===== config.mk =====
export PLATFORM = sky130hd
export DESIGN_NAME = ex_mem_sub2
export DESIGN_NICKNAME = d
export VERILOG_FILES = /design/src/rtl/ex_mem_sub2_pkg.sv /design/src/rtl/ex_mem_sub2.sv
export SDC_FILE = /design/constraint.sdc
export NUM_CORES = 1
export LEC_CHECK = 0
export CAP_MARGIN = 20
export CORE_AREA = 2 2 183 185
export DETAILED_ROUTE_END_ITERATION = 6
export DIE_AREA = 0 0 185 187
export SYNTH_ARGS = -nofsm -noshare
export SYNTH_HDL_FRONTEND = slang
export SYNTH_SLANG_ARGS = --single-unit

===== constraint.sdc =====
create_clock -name clk -period 1.7 [get_ports clk]
set_clock_uncertainty 0.2 [all_clocks]
set_input_delay 0.425 -clock clk [delete_from_list [all_inputs] [get_ports clk]]
set_output_delay 0.425 -clock clk [all_outputs]
set_load 0.02 [all_outputs]

===== src/rtl/ex_mem_sub2_pkg.sv =====
// Shared pipeline defines for the second-slot EX/MEM register: bus widths, reset/write polarities,
// exception bit positions, payload record types and the accumulate-count clamp.
package ex_mem_sub2_pkg;

    localparam int StallBus     = 6;
    localparam int RegBus       = 32;
    localparam int RegAddrBus   = 5;
    localparam int DoubleRegBus = 64;

    localparam logic RstEnable    = 1'b1;
    localparam logic WriteEnable  = 1'b1;
    localparam logic WriteDisable = 1'b0;

    localparam logic [RegBus-1:0] ZeroWord = '0;

    // excepttype bit flagging arithmetic overflow; the write suppression lives upstream
    localparam int ExcOverflowBit = 12;

    localparam logic [1:0] CntMax = 2'b10;

    typedef struct packed {
        logic [RegAddrBus-1:0] wd;
        logic                  wreg;
        logic [RegBus-1:0]     wdata;
        logic [RegBus-1:0]     excepttype;
        logic [RegBus-1:0]     inst_addr;
        logic                  in_delayslot;
    } gpr_stage_t;

    typedef struct packed {
        logic [RegBus-1:0] hi;
        logic [RegBus-1:0] lo;
        logic              whilo;
    } hilo_stage_t;

    // the accumulate count only ever reaches 2; an out-of-range 3 restarts the sequence
    function automatic logic [1:0] clamp_cnt(input logic [1:0] c);
        return (c > CntMax) ? 2'b00 : c;
    endfunction

endpackage


===== src/rtl/ex_mem_sub2.sv =====
// EX->MEM pipeline register for the second issue slot; HI/LO path only with EX_MEM_SUB2_HILO_EN.
// Latency: one cycle, registered outputs only.
// Stall: EX stalled with MEM running inserts a bubble; both stalled holds the stage.
module ex_mem_sub2
    import ex_mem_sub2_pkg::*;
#(
    parameter int STALL_W = StallBus,
    parameter int EX_BIT  = 3
) (
    input  logic                    clk,
    input  logic                    rst,
    input  logic [STALL_W-1:0]      stall,
    input  logic                    flush,
    input  logic [RegAddrBus-1:0]   ex_wd,
    input  logic                    ex_wreg,
    input  logic [RegBus-1:0]       ex_wdata,
    input  logic [RegBus-1:0]       ex_hi,
    input  logic [RegBus-1:0]       ex_lo,
    input  logic                    ex_whilo,
    input  logic [RegBus-1:0]       ex_excepttype,
    input  logic [RegBus-1:0]       ex_inst_addr,
    input  logic                    ex_in_delayslot,
    input  logic [DoubleRegBus-1:0] hilo_i,
    input  logic [1:0]              cnt_i,
    output logic [RegAddrBus-1:0]   mem_wd,
    output logic                    mem_wreg,
    output logic [RegBus-1:0]       mem_wdata,
    output logic [RegBus-1:0]       mem_hi,
    output logic [RegBus-1:0]       mem_lo,
    output logic                    mem_whilo,
    output logic [RegBus-1:0]       mem_excepttype,
    output logic [RegBus-1:0]       mem_inst_addr,
    output logic                    mem_in_delayslot,
    output logic                    mem_valid,
    output logic [DoubleRegBus-1:0] hilo_o,
    output logic [1:0]              cnt_o
);

    localparam int MEM_BIT = EX_BIT + 1;

    gpr_stage_t gpr_q;
    logic       valid_q;

`ifdef EX_MEM_SUB2_HILO_EN
    hilo_stage_t             hl_q;
    logic [DoubleRegBus-1:0] acc_q;
    logic [1:0]              cnt_q;
`endif

    always_ff @(posedge clk) begin
        if (rst == RstEnable || flush) begin
            gpr_q   <= '0;
            valid_q <= 1'b0;
`ifdef EX_MEM_SUB2_HILO_EN
            hl_q    <= '0;
            acc_q   <= '0;
            cnt_q   <= 2'b00;
`endif
        end else if (stall[EX_BIT] && !stall[MEM_BIT]) begin
            // bubble: MEM sees nothing, but the partial accumulate loops back to EX
            gpr_q   <= '0;
            valid_q <= 1'b0;
`ifdef EX_MEM_SUB2_HILO_EN
            hl_q    <= '0;
            acc_q   <= hilo_i;
            cnt_q   <= clamp_cnt(cnt_i);
`endif
        end else if (!stall[EX_BIT]) begin
            // overflow (excepttype bit ExcOverflowBit) does not gate wreg here
            gpr_q.wd           <= ex_wd;
            gpr_q.wreg         <= ex_wreg;
            gpr_q.wdata        <= ex_wdata;
            gpr_q.excepttype   <= ex_excepttype;
            gpr_q.inst_addr    <= ex_inst_addr;
            gpr_q.in_delayslot <= ex_in_delayslot;
            valid_q            <= 1'b1;
`ifdef EX_MEM_SUB2_HILO_EN
            hl_q.hi            <= ex_hi;
            hl_q.lo            <= ex_lo;
            hl_q.whilo         <= ex_whilo;
            acc_q              <= '0;
            cnt_q              <= 2'b00;
`endif
        end
    end

    assign mem_wd           = gpr_q.wd;
    assign mem_wreg         = gpr_q.wreg;
    assign mem_wdata        = gpr_q.wdata;
    assign mem_excepttype   = gpr_q.excepttype;
    assign mem_inst_addr    = gpr_q.inst_addr;
    assign mem_in_delayslot = gpr_q.in_delayslot;
    assign mem_valid        = valid_q;

`ifdef EX_MEM_SUB2_HILO_EN
    assign mem_hi    = hl_q.hi;
    assign mem_lo    = hl_q.lo;
    assign mem_whilo = hl_q.whilo;
    assign hilo_o    = acc_q;
    assign cnt_o     = cnt_q;

    logic unused_in;
    assign unused_in = ^stall;
`else
    assign mem_hi    = ZeroWord;
    assign mem_lo    = ZeroWord;
    assign mem_whilo = WriteDisable;
    assign hilo_o    = '0;
    assign cnt_o     = 2'b00;

    logic unused_in;
    assign unused_in = ^{stall, ex_hi, ex_lo, ex_whilo, hilo_i, cnt_i};
`endif

endmodule


# Yosys cells after proc, flatten, opt, wreduce, memory -nomap -nowiden
# Cells that the tools add are included.
[totals]
mem_bits_ro = 0
input_bits = 243
reg_bits = 104
mem_bits_rw = 0
output_inout_bits = 235
latch_bits = 0
n_memories = 0
[op_classes]
n_mux = 0
n_lt_le_gt_ge = 0
n_eq_ne = 0
div_mod_pow = 0
addsub = 0
bitwise = 0
shift = 0
n_mul = 0
n_reduce_logical = 4
[ops]
columns = ["cell", "n"]
rows = [
  ["OR reduction 2 bit", 1],
  ["logical AND 1 bit", 1],
  ["logical NOT 1 bit", 1],
  ["logical OR 1 bit", 1],
]

# Logic depth before layout (Yosys ltp)
# Gate-level depths: netlist of run 1.
[logic_depth]
ltp_word = 3
depth_mapped = 6

# Worst setup path before layout of run 1
# Ideal clock, no wire load.
[synth_path]
path_type = "input to register"
start = "in flush"
end = "reg gpr_q (netlist bit mem_excepttype[2])"
t_arrival_ns = 1.124
n_path_buf = 3
setup_ns = 0.066
cell_stages = 5
setup_slack_ns = 0.310
path_cell_list = "or2_1 > buf_2 > buf_6 > buf_6 > a21oi_2"
[synth_between]
elab_chain_len = 2
[synth_lines]
columns = ["element", "line_no", "rtl"]
rows = [
  ["from (decl)", "ex_mem_sub2.sv:13", "input logic flush,"],
  ["logical OR 1 bit", "ex_mem_sub2.sv:51", "if (rst == RstEnable || flush) begin"],
  ["OR reduction 2 bit (no line)", "-", ""],
  ["to (decl)", "ex_mem_sub2.sv:41", "gpr_stage_t gpr_q;"],
]
# No other way between the ends.
# A chain may end at the register's enable or synchronous reset.

# Final worst setup path of run 1
[layout_path]
start = "reg gpr_q (netlist bit mem_wdata[28])"
end = "out mem_wdata[28]"
[layout_lines]
columns = ["element", "line_no", "rtl"]
rows = [
  ["to (decl)", "ex_mem_sub2.sv:27", "output logic [RegBus-1:0] mem_wdata,"],
]
# No word-level cell between the ends.

==> results of run 1 <==
-- worst register-to-register path, stage by stage (launching register included) --
cell	delay [ns]
dfxtp_1	0.38
nand3_1	0.09
a21oi_1	0.14
-- flip-flops by register name, indices dropped and copies added, names as in the netlist --
signal / cells
mem_excepttype: 32
mem_wd: 5
mem_valid: 1
mem_in_delayslot: 1
mem_inst_addr: 32
mem_wdata: 32
mem_wreg: 1
-- metal layers --
layer	up-vias	routed length [µm]	GRT usage [%]
li1	2087	-	-
met1	1934	5750	8.75
met2	208	6450	12.9
met3	9	1580	3.91
met4	0	172	2.56
met5	-	0	0
-- through the flow --
step                util (%)  setup slack [ns]  hold WS, ns  std cells  setup TNS [ns]
floorplan                  -             0.310        0.333        725               0
global placement        23.0            -0.156        0.243       1229          -11.47
global route            23.5          0.000405        0.235       1245               0
CTS                     23.7         0.0000265        0.210       1245               0
detailed placement      23.0            -0.162        0.251       1229          -12.29
finish                  23.5            0.0466        0.235       1245               0
-- cell families (layout without fill, tap and decap cells) --
kind of cell | count (synthesis) | in the layout | synth area share, %
flip-flops | 104 | 104 | 38.6
AND/OR/NAND/NOR | 208 | 208 | 23.5
buffers and inverters | 178 | 250 | 24.0
AO/OA/AOI/OAI | 104 | 104 | 13.8
other | 1 | 131 | 0.0695
-- cell type report --
type | instances | area, µm²
Fill cell | 3626 | 25100
Multi-Input combinational cell | 443 | 2510
Timing Repair Buffer | 234 | 2300
Sequential cell | 104 | 2080
Tap cell | 448 | 561
Clock buffer | 9 | 225
Clock inverter | 7 | 56.3
-- synthesized netlist by cell type --
library cell / number / area (µm²)
nand2b_1: 103 / 644
a21oi_2: 60 / 526
buf_6: 9 / 101
buf_2: 14 / 70.1
or2_1: 1 / 6.26
nand3_1: 83 / 415
clkbuf_1: 17 / 63.8
a21oi_1: 44 / 220
conb_1: 1 / 3.75
dfxtp_1: 104 / 2080
nand2_1: 1 / 3.75
buf_4: 135 / 1010
nand3_2: 20 / 200
buf_8: 3 / 45.0
-- power breakdown --
part | internal, mW | switching (mW) | total, mW
clock network | 1.01 | 1.03 | 2.04
registers | 2.51 | 0.0399 | 2.55
logic | 0.454 | 0.663 | 1.12
-- path summary, 6_finish.rpt --
path,start,endpoint,slack (ns),cells after the start
worst max-delay path,mem_wdata[28],mem_wdata[28],0.05,1
worst min-delay path,stall[3],mem_inst_addr[27],0.24,3
worst min register to register,mem_valid,mem_valid,0.26,2
worst max register to register,mem_wd[1],mem_wd[1],0.82,2
-- timing repair --
item	4_1_cts	5_1_grt
hold buffers	0	0
gates resized for setup	164	58
setup buffers	0	0
endpoints found under the setup margin	103	56
==> metrics, run 1 <==
status=complete, no violations; PD cells=roughly 740 mW/mm²; Hold Fails Final Rpt=0; worst path arrival time=between 1 and 1.5 ns; die height=187 µm; port bufs=211; worst vdd ir=399 µV; synthesized instance count=about 600; GRT Total Usage=7.82%; share of cells above drive strength 1=19.1%; synthesis-stage register bit count=~100; drt pass-1 iters=4; crit path max fanout=2; global-route wire length before repair=roughly 21000 µm; DRC viols=0; via count of the first global-routing pass=~4000; Synth cell types=14; TritonCTS clock tree=done; Via-to-Cell Ratio=around 3.4; die area=0.0346 mm²; min cycle time layout=between 1.5 and 2 ns; post-route cell area=~0.0077 mm²; critical path capture point type=primary output; largest net degree at the start of global routing=between 50 and 60; crit share post-route=a little over nine tenths; number of diodes=0; total congestion overflow=0; Worst EP required=about 1.1 ns; placed cell areas=0.00756 mm²; startpoint types=flop; RSZ-0062 raised after global routing=no; post-route ant nets=0; initial antenna violation count=0; clock buffer depth=2; Iter 0 DRT Violations=about 100; initial core utilization=between 10% and 20%; clk root buf=clkbuf_16; Avg WL per Cell=~11 µm; CTS H-tree lvls=3; DP HPWL=~10000 µm; Crit path max-delay family=flip-flops; Layout area overhead=43.3%; Pwr Total=approximately 5.7 mW; number of buffers created by CTS=9; via count=~4200; Nets=between 1000 and 1500; critical path class=reg -> out; Max-Cap Viols=0; highest-count cells in the layout ignoring fill and taps=131 x conb_1, 105 x clkdlybuf4s50_1, 104 x dfxtp_1; sequential element share of the synthesized area=38.6%; IO Count=between 400 and 500; final WL=14000 µm; clock-pin slew on the worst setup and hold paths=around 0.08 ns; Avg Cell Area, Syn=roughly 9 µm²; Finish-stage setup viols=0; clock sinks=between 100 and 150; CP Buf/Inv Count=1; leak pwr=between 2 and 3 nW; Placer Congestion=roughly 0.70; HP Class=in -> reg; Core ar.=roughly 0.033 mm²; Row Count=67; Largest stage delay, worst path=approximately 0.34 ns; fmax=approximately 0.6 GHz; commonest non-fill, non-tap cell in the layout=conb_1; clk_lat worst skew=about 0.35 ns; Pins Over Slew Limit=0; chip width=between 150 and 200 µm; Critical-path top delay cell=dfxtp_1; Critical Path, Cell by Cell=clkdlybuf4s15_1; synthesized cell area=approximately 0.0054 mm²; Ys Warns=0
Power figures use the tool's default switching activity.
==> run 2: changes to the inputs <==
SKIP_CTS_REPAIR_TIMING = 1   (was not set)
==> run 2 against run 1 <==
Compared with the run above: sequential share of layout area shrank 1.2 points; utilization up 1.1 points; hold slack better by 0.0018 ns; non-clock buffer count did not move; routed wire length is 1.6% higher; largest cell class is now buffers; highest routed layer unchanged; via count increased by 0.31%; first-iteration DRC count shrank 1.9%; combinational power barely moved.
==> metrics, run 2 (synthesized netlist as in run 1, its figures left out) <==
worst path arrival time=0.98 ns (-0.05 ns); IO Count=478 (unchanged); drt pass-1 iters=4 (unchanged); Max-Cap Viols=0 (unchanged); min cycle time layout=1.61 ns (-0.0443 ns); number of diodes=0 (unchanged); CP Buf/Inv Count=1 (unchanged); die height=187 µm (unchanged); Register-to-Register Path Depth=2 (unchanged); clk_lat worst skew=0.36 ns (about the same); leak pwr=4.54 nW (+57%); DP HPWL=9960 µm (unchanged); commonest non-fill, non-tap cell in the layout=conb_1; Nets=1035 (unchanged); crit share post-route=94.7% (-2.6 points); fmax=0.621 GHz (+2.8%); Via-to-Cell Ratio=3.41 (+0.31%); PD cells=708 mW/mm² (-4.0%); Final WS setup=0.0909 ns (+0.0443 ns); Comb pwr share=20.0% (+0.4 points); crit path max fanout=2 (unchanged); critical path startpoint=mem_wdata[31]; CP endpoint=mem_wdata[31]; port bufs=211 (unchanged); worst slack, placed=-0.162 ns (unchanged); worst vdd ir=400 µV (+0.22%); Worst EP required=1.07 ns (about the same); clk root buf=clkbuf_16; post-route ant nets=0 (unchanged); initial core utilization=16.4% (unchanged); chip width=185 µm (unchanged); highest-count cells in the layout ignoring fill and taps=131 x conb_1, 105 x clkdlybuf4s50_1, 104 x dfxtp_1; Seq pwr share=44.4% (-0.2 points); clock-pin slew on the worst setup and hold paths=0.08 ns (about the same); critical path class=reg -> out; Placer Congestion=0.702 (unchanged); global-route wire length before repair=21000 µm (-0.20%); die area=0.0346 mm² (unchanged); Avg WL per Cell=11.4 µm (+1.6%); Critical Path, Cell by Cell=dlymetal6s2s_1; share of cells above drive strength 1=15.4% (-3.6 points); reg2reg end=mem_wd[1]; via count=4251 (+0.31%); via count of the first global-routing pass=3977 (+0.025%); clock buffer depth=2 (unchanged); critical path capture point type=primary output; Critical-path top delay cell=dfxtp_1; clock sinks=104 (unchanged); RSZ-0062 raised after global routing=no; post-route cell area=0.00810 mm² (+4.7%); number of buffers created by CTS=9 (unchanged); fillers=3568 (-1.6%); DRC viols=0 (unchanged); Hold Fails Final Rpt=0 (unchanged); GRT Total Usage=7.80% (-0.020 points); net switching power=1.73 mW (about the same); Crit path max-delay family=flip-flops; Sw Ratio=30.2% (-0.13 points); Layout area overhead=50.1%; total congestion overflow=0 (unchanged); internal power=4.00 mW (+0.72%); placed cell areas=0.00756 mm² (unchanged); Clk pwr share=35.6% (-0.2 points); largest net degree at the start of global routing=59 (unchanged); flop2flop setup slack=0.83 ns (about the same); status=complete, no violations; Iter 0 DRT Violations=101 (-1.9%); CP Depth=1 (unchanged); worst reg2reg path startpoint=mem_wd[1]; startpoint types=flop; CTS H-tree lvls=3 (unchanged); Largest stage delay, worst path=0.33 ns (about the same); hold depth=3 (unchanged); Finish-stage setup viols=0 (unchanged); Row Count=67 (unchanged); TritonCTS clock tree=done; final WL=14200 µm (+1.6%); Pins Over Slew Limit=0 (unchanged); Core ar.=0.0329 mm² (unchanged); HP Class=in -> reg; initial antenna violation count=0 (unchanged)
run 2: cell types whose count changed in the layout (fill, tap and decap cells not counted):
cell / delta
clkdlybuf4s15_2: -9
dlygate4sd2_1: -15
buf_2: -1
clkdlybuf4s15_1: -59
clkbuf_2: -19
dlymetal6s2s_1: +103
run 2: worst min path at each step:
stage / startpoint / slack (ns) / end
finish: stall[3] / 0.24 / mem_inst_addr[27]
global placement: mem_valid / 0.24 / mem_valid
floorplan: mem_valid / 0.33 / mem_valid
CTS: stall[3] / 0.21 / mem_inst_addr[1]
detailed placement: mem_valid / 0.25 / mem_valid
global route: stall[3] / 0.24 / mem_inst_addr[1]
run 2: layout make-up:
cell class                 instances  area (µm²)  area share [%]
clock inverter                     7        56.3           0.695
sequential                       104        2080            25.7
timing repair buffer             234        2660            32.9
tap                              448         561            6.92
multi-input combinational        443        2510            31.0
clock buffer                       9         225            2.78
run 2: metrics by stage:
step / total power, mW / TNS [ns] / std cells / util, % / hold slack (ns)
after CTS: 5.90 / -28.44 / 1245 / 23.9 / 0.210
final: 5.73 / 0 / 1245 / 24.6 / 0.237
after global routing: 6.03 / 0 / 1245 / 24.6 / 0.235
after detailed placement: 3.77 / -12.29 / 1229 / 23.0 / 0.251
after global placement: 3.77 / -11.47 / 1229 / 23.0 / 0.243
after floorplan: 3.51 / 0 / 725 / - / 0.333
run 2: power groups by stage:
stage          sequential (mW)  combinational, mW  clock, mW
6_report                  2.54               1.15       2.04
2_1_floorplan             2.69              0.817          0
5_1_grt                   2.55               1.24       2.24
3_5_place_dp              2.60               1.17          0
4_1_cts                   2.55               1.17       2.18
3_3_place_gp              2.60               1.17          0
run 2: metal layers:
| layer | vias up | part of all wire [%] | track usage, % |
|---|---|---|---|
| met5 | - | 0 | 0 |
| li1 | 2087 | - | - |
| met3 | 9 | 11 | 3.93 |
| met4 | 0 | 1.2 | 2.56 |
| met1 | 1945 | 41 | 8.76 |
| met2 | 210 | 47 | 12.8 |
